$ cat src/rtl/reg_dump.sv
// +----------------------------------------------------------------------------+
// | reg_dump : streams a wrapping range of regfile entries out over a          |
// |            valid/ready port. Optional trailing checksum beat when          |
// |            REG_DUMP_CHECKSUM_EN is defined.                                |
// | Revision : 1.0                                                             |
// +----------------------------------------------------------------------------+
`default_nettype none

module reg_dump (
  input  logic        clk,
  input  logic        reset,
  input  logic        start,
  input  logic [3:0]  first_addr,
  input  logic [3:0]  last_addr,
  output logic [3:0]  rd_addr,
  input  logic [15:0] rd_data,
  output logic        out_valid,
  input  logic        out_ready,
  output logic [15:0] out_data,
  output logic [3:0]  out_addr,
  output logic        out_last,
  output logic        out_sum,
  output logic        busy,
  output logic        done
);

  localparam logic [1:0] c_IDLE   = 2'd0;
  localparam logic [1:0] c_STREAM = 2'd1;
  localparam logic [1:0] c_DONE   = 2'd2;

`ifdef REG_DUMP_CHECKSUM_EN
  localparam logic c_LAST_ON_REG = 1'b0;
`else
  localparam logic c_LAST_ON_REG = 1'b1;
`endif

  logic [1:0]  r_state;
  logic [1:0]  w_next;
  logic [3:0]  r_ptr;
  logic [4:0]  r_left;
  logic [15:0] r_data;
  logic [3:0]  r_addr;
  logic        r_valid;
  logic        r_last;
  logic [4:0]  w_span;
  logic        w_fire;
  logic        w_load;
  logic        w_kick;

  assign w_span = {1'b0, last_addr - first_addr} + 5'd1;
  assign w_fire = r_valid & out_ready;
  assign w_load = ~r_valid | w_fire;
  assign w_kick = (r_state == c_IDLE) & start;

  // The first register is fetched on the start edge itself, hence the bypass.
  assign rd_addr = w_kick ? first_addr : r_ptr;

  always_ff @(posedge clk) begin
    if (!reset) r_state <= c_IDLE;
    else        r_state <= w_next;
  end

  always_comb begin
    w_next = r_state;
    case (r_state)
      c_IDLE:   if (start) w_next = c_STREAM;
      c_STREAM: if (w_fire && r_last) w_next = c_DONE;
      c_DONE:   w_next = c_IDLE;
      default:  w_next = c_IDLE;
    endcase
  end

  always_comb begin
    busy = 1'b0;
    done = 1'b0;
    case (r_state)
      c_STREAM: busy = 1'b1;
      c_DONE:   done = 1'b1;
      default:  ;
    endcase
  end

`ifdef REG_DUMP_CHECKSUM_EN
  logic [15:0] r_sum;
  logic        r_pend;
  logic        r_osum;

  always_ff @(posedge clk) begin
    if (!reset) begin
      r_sum  <= 16'd0;
      r_pend <= 1'b0;
    end else if (w_kick) begin
      r_sum  <= rd_data;
      r_pend <= 1'b1;
    end else if (r_state == c_STREAM && w_load) begin
      if (r_left != 5'd0) r_sum  <= r_sum + rd_data;
      else if (r_pend)    r_pend <= 1'b0;
    end
  end
  assign out_sum = r_osum;
`else
  assign out_sum = 1'b0;
`endif

  always_ff @(posedge clk) begin
    if (!reset) begin
      r_ptr   <= 4'd0;
      r_left  <= 5'd0;
      r_data  <= 16'd0;
      r_addr  <= 4'd0;
      r_valid <= 1'b0;
      r_last  <= 1'b0;
`ifdef REG_DUMP_CHECKSUM_EN
      r_osum  <= 1'b0;
`endif
    end else if (w_kick) begin
      r_ptr   <= first_addr + 4'd1;
      r_left  <= w_span - 5'd1;
      r_data  <= rd_data;
      r_addr  <= first_addr;
      r_valid <= 1'b1;
      r_last  <= c_LAST_ON_REG && (w_span == 5'd1);
`ifdef REG_DUMP_CHECKSUM_EN
      r_osum  <= 1'b0;
`endif
    end else if (r_state == c_STREAM && w_load) begin
      if (r_left != 5'd0) begin
        r_ptr   <= r_ptr + 4'd1;
        r_left  <= r_left - 5'd1;
        r_data  <= rd_data;
        r_addr  <= r_ptr;
        r_valid <= 1'b1;
        r_last  <= c_LAST_ON_REG && (r_left == 5'd1);
`ifdef REG_DUMP_CHECKSUM_EN
      end else if (r_pend) begin
        r_data  <= r_sum;
        r_addr  <= 4'd0;
        r_valid <= 1'b1;
        r_last  <= 1'b1;
        r_osum  <= 1'b1;
`endif
      end else begin
        r_valid <= 1'b0;
        r_last  <= 1'b0;
`ifdef REG_DUMP_CHECKSUM_EN
        r_osum  <= 1'b0;
`endif
      end
    end
  end

  assign out_valid = r_valid;
  assign out_data  = r_data;
  assign out_addr  = r_addr;
  assign out_last  = r_last;

endmodule

`default_nettype wire
$ cat config.mk
export PLATFORM = sky130hd
export DESIGN_NAME = reg_dump
export DESIGN_NICKNAME = d
export VERILOG_FILES = /design/src/rtl/reg_dump.sv
export SDC_FILE = /design/constraint.sdc
export NUM_CORES = 1
export LEC_CHECK = 0
export BUFFER_PORTS_ARGS = -buffer_cell sky130_fd_sc_hd__buf_4
export CAP_MARGIN = 25
export CORE_ASPECT_RATIO = 1.25
export CORE_MARGIN = 3
export CORE_UTILIZATION = 46
export DETAILED_ROUTE_END_ITERATION = 10
export HOLD_SLACK_MARGIN = 0.08
export PLACE_DENSITY = 0.76
export SETUP_SLACK_MARGIN = 0.3
export SLEW_MARGIN = 5
export SYNTH_ARGS = -nofsm -noshare
export SYNTH_HDL_FRONTEND = slang
export SYNTH_SLANG_ARGS = --single-unit
$ cat constraint.sdc
create_clock -name clk -period 2.5 [get_ports clk]
set_clock_uncertainty 0.15 [all_clocks]
set_input_delay 0.625 -clock clk [delete_from_list [all_inputs] [get_ports clk]]
set_output_delay 0.625 -clock clk [all_outputs]
set_load 0.01 [all_outputs]
# Yosys cells after proc, flatten, opt, wreduce, memory -nomap -nowiden
# Cells that the tools add are included.
word_totals:
  wordCells: 55
  ff_bits: 33
  out_inout_bits: 29
classes:
  bitwise: 4
  add_sub_neg: 6
  mux: 24
  eq_ne: 6
  n_reduce_logical: 8
ops:
  columns: ["cell", "n"]
  rows:
  - ["16-bit two-way mux", 3]
  - ["4-bit two-way mux", 7]
  - ["5-bit two-way mux", 3]
  - ["5-bit by 1-bit == test with 1-bit output (second input constant)", 2]
  - ["5-bit by 1-bit subtractor with 5-bit output (second input constant)", 2]
  - ["4-bit by 1-bit adder with 4-bit output (second input constant)", 2]
  - ["1-bit two-way mux", 8]
  - ["4-bit by 1-bit adder with 5-bit output (second input constant)", 1]
  - ["5-bit nonzero test", 1]
  - ["2-bit two-way mux", 2]
  - ["2-bit != test (second input constant)", 2]
  - ["2-bit case mux with 2 select lines", 1]
  - ["2-bit AND reduction", 2]
  - ["2-bit nonzero test", 2]
  - ["4-bit subtractor", 1]
  - ["1-bit AND", 2]
  - ["2-bit by 1-bit == test with 1-bit output (second input constant)", 1]
  - ["2-bit == test (second input constant)", 1]
  - ["1-bit logical AND", 2]
  - ["2-bit zero test", 1]
  - ["1-bit inverter", 1]
  - ["1-bit bitwise OR", 1]

# Longest topological paths before layout
depth:
  ltp_word: 5
  depth_mapped: 11
  ltp_nobuf: 11

# Worst setup path before layout
# No wires, ideal clock.
synth_timing:
  kind: "input to register"
  startpoint: "input last_addr[0]"
  endpoint: "register r_left[3]"
  path_slack_ns: -0.200
  path_buffers: 0
  t_required_ns: 2.226
  arrival_time_ns: 2.426
  cell_stages: 10
  cell_sequence: "inv_1 > ha_1 > inv_1 > fa_1 > inv_1 > ha_1 > or3_1 > a31oi_1 > xnor2_1 > o21ai_0"
synth_between:
  elab_chain_cells: 4
synth_rtl:
  columns: ["element", "line", "text"]
  rows:
  - ["start: declaration", "14", "input logic [3:0] last_addr,"]
  - ["4-bit subtractor", "50", "assign w_span = {1'b0, last_addr - first_addr} + 5'd1;"]
  - ["4-bit by 1-bit adder with 5-bit output", "50", null]
  - ["5-bit by 1-bit subtractor with 5-bit output", "118", "r_left <= w_span - 5'd1;"]
  - ["5-bit two-way mux", "116", "end else if (w_kick) begin"]
  - ["end signal: assignment", "118", null]
  - ["end signal: assignment", "129", "r_left <= r_left - 5'd1;"]
  - ["end: declaration", "40", "logic [4:0] r_left;"]
# No other way between the ends.
# A chain may end at the register's enable or synchronous reset.

# Final worst setup path
# Same ends and word-level chain as after synthesis.

==> flow_summary.yaml <==
timing:
  setup_viol: 0
  rsz0062_at_grt: "true"
  max_freq_mhz: 403
  period_minus_slack_ns: 2.48
  setup_tns_ns: 0
  fin_crit_sh: 0.992
  finalMaxSlewViolations: 0
  finalHoldViolCount: 0
clock_tree:
  holdBufCountCts: 0
  clock_latency_ns: 0.29
  cts_buffers: 5
  clk_path_buf_depth: 2
  clk_pin_slew_ns: 0.07
  cts_root_buffer: "clkbuf_8"
  clkSinkCount: 33
  cts_tree: "yes"
  ctsHtreeMaxLevel: 2
placed_design:
  hpwl_mm: 3.17
  place.gp.congestion: 0.824
  dp.cells: 328
  port_buffers: 55
layout:
  stdcell_count: 344
  drive_above_1_share: 0.448
  antenna_cells: 0
  area_growth_syn_to_layout_pct: 46.7
  finalNetCount: 327
drt:
  ant_nets: 0
  dr.pass1.iters: 4
  drt_iter0_drc: 84
  vias: 1745
  drc: 0
  vias_per_cell: 5.07
  wl_per_cell_microns: 13.3
  routed_wl_mm: 4.59
grt:
  grt_pass1_wl_mm: 7.39
  grt_max_degree: 36
  grt_pass1_vias: 1650
  grt_usage: 0.190
  antenna_found_initial: 0
  gr-total-overflow: 0
power_and_ir_drop:
  p_int_w: 0.00136
  leakagePower_nw: 1.22
  p_clk_frac: 0.258
  power_switching_w: 0.000679
  ir_drop_mv: 0.423
  swShare: 0.333
  pwr-share-seq: 0.334
  pwr-share-comb: 0.408
  powerDensity_nw_per_um2: 740
logic_synthesis:
  synth_seq_cells: 33
  ys.warnings.count: 0
  yosysUniqueCellTypes: 43
  syn_nets: 255
  syn_avg_cell_area_sq_um: 8.65
  syn_inst: 217
  syn-cell-area_sq_um: 1880
  seq_area_frac_synth: 0.352
critical_path:
  critPathRequiredTime_ns: 2.53
  r2r_slack_ns: 0.58
  worstPathCellList: "buf_8, inv_12, ha_4, inv_2, fa_2, inv_2, ha_4, or3_1, a31oi_1, xnor2_1, o21ai_1"
  critPathKind: "in2reg"
  cp_slowest_cell: "fa_2"
  crit_arrival_ns: 2.51
  slowest_delay_ns: 0.58
  worstSetupEndpointType: "register"
  setup.worst_path.start_class: "input port"
  cp_max_fo: 4
floorplan:
  core_area_sq_um: 3850
  fp.dieH_microns: 77.4
  design.die.area_sq_um: 4890
  start_util: 0.488
  ios: 57
  die_w_microns: 63.1
  rows: 25
job:
  maxCapViolations: 0
status:
  status: "finished clean"
worst_hold_path:
  hold_path.class: "reg2reg"
-- synth_stat cells (all sizes together) --
cell,instances,area (sq um)
or3,4,30.0
o211ai,1,7.51
conb,1,3.75
nor3,4,25.0
o211a,2,20.0
a21oi,5,36.3
and2b,1,7.51
and3b,1,8.76
nand3,6,30.0
fa,1,20.0
nand2,59,224
nand3b,2,15.0
o22ai,1,6.26
dfxtp,33,661
o21ai,7,35.0
nor2b,3,18.8
a221o,1,10.0
mux2,1,11.3
a31oi,3,18.8
a21boi,24,248
ha,9,113
or3b,1,8.76
xor2,3,26.3
xnor2,5,43.8
clkbuf,4,15.0
o21a,1,7.51
nor3b,4,41.3
nor4,1,21.3
a21o,1,7.51
a211oi,1,7.51
nor2,10,37.5
a2bb2oi,1,8.76
inv,9,33.8
buf,7,68.8
-- power by group through the flow --
stage	Sequential [W]	Combinational (W)	Clock, W
after floorplan	0.000704	0.000475	0
after detailed placement	0.000689	0.000745	0
after global routing	0.000692	0.000920	0.000562
final	0.000681	0.000832	0.000525
after global placement	0.000686	0.000729	0
after CTS	0.000678	0.000778	0.000537
-- final timing paths --
path | start | end | cells after the start
worst max register to register | r_state[0]$_SDFFE_PN0P_ | r_ptr[2]$_SDFFE_PN0P_ | 8
worst min register to register | out_data[5]$_SDFFE_PN0P_ | out_data[5]$_SDFFE_PN0P_ | 2
worst min-delay path | out_data[5]$_SDFFE_PN0P_ | out_data[5]$_SDFFE_PN0P_ | 2
worst max-delay path | last_addr[0] | r_left[3]$_SDFFE_PN0P_ | 11
-- cells in the final DEF, fill, tap and decap left out, drive strengths merged, types with 2 or more instances in the layout --
cell and n:
a21oi 5, a31oi 3, or3 4, o21ai 7, nor3b 4, nand3 6
buf 76, nand2 59, xnor2 5, clkbuf 7, nor2b 3, inv 9
nand3b 2, a21boi 24, ha 9, dfxtp 33, xor2 3, nor3 4
nor2 10, o211a 2
-- registers in the layout, indices dropped and copies added (netlist names) --
| name | cells |
|---|---|
| out_valid | 1 |
| r_ptr | 4 |
| out_addr | 4 |
| r_state | 2 |
| out_last | 1 |
| r_left | 5 |
| out_data | 16 |
-- kinds of logic after synthesis --
kind of cell,Yosys count,synth area share
simple gates,96,0.249
compound gates,48,0.220
flops,33,0.352
buf+inv,20,0.0627
fa+ha+maj,10,0.0707
xor+xnor,8,0.0373
other cells,1,0.00200
mux,1,0.00600
-- cell type report --
type | count | area [sq um]
Timing Repair Buffer | 76 | 641
Multi-Input combinational cell | 164 | 1220
Tap cell | 54 | 67.6
Fill cell | 299 | 1090
Clock inverter | 1 | 30.0
Clock buffer | 7 | 86.3
Inverter | 9 | 46.3
Sequential cell | 33 | 663
-- routing by layer --
layer | global-route usage | up-vias | wire (microns)
met1 | 0.213 | 807 | 1820
met2 | 0.325 | 52 | 2410
met5 | 0 | - | 0
met4 | 0.0773 | 0 | 130
met3 | 0.0651 | 20 | 232
li1 | - | 866 | -
-- stage by stage --
step / area [sq um] / power [W] / hold WS [ns] / utilization / worst slack (ns)
2_1_floorplan: 1920 / 0.00118 / 0.291 / - / -0.0725
3_3_place_gp: 2440 / 0.00142 / 0.304 / 0.634 / -0.256
3_5_place_dp: 2440 / 0.00143 / 0.312 / 0.634 / -0.323
4_1_cts: 2640 / 0.00199 / 0.321 / 0.686 / 0.0505
5_1_grt: 2750 / 0.00217 / 0.330 / 0.716 / -0.0403
6_report: 2750 / 0.00204 / 0.316 / 0.716 / 0.0196
-- worst max-delay path: cells and delay by family --
family,cells,cell delay (ns)
XOR/XNOR,1,0.15
AND/OR/NAND/NOR,1,0.31
buffers and inverters,4,0.26
adder cells (fa/ha/maj),3,0.91
AO/OA/AOI/OAI,2,0.26
-- repair_timing --
item / in CTS / in global routing
endpoints found under the hold margin: 0 / 0
gates resized for setup: 16 / 20
buffers inserted: 3 / 5
setup endpoints to repair: 8 / 8
pin swaps: 11 / 14
No activity file was read; power rests on OpenSTA's default activity.
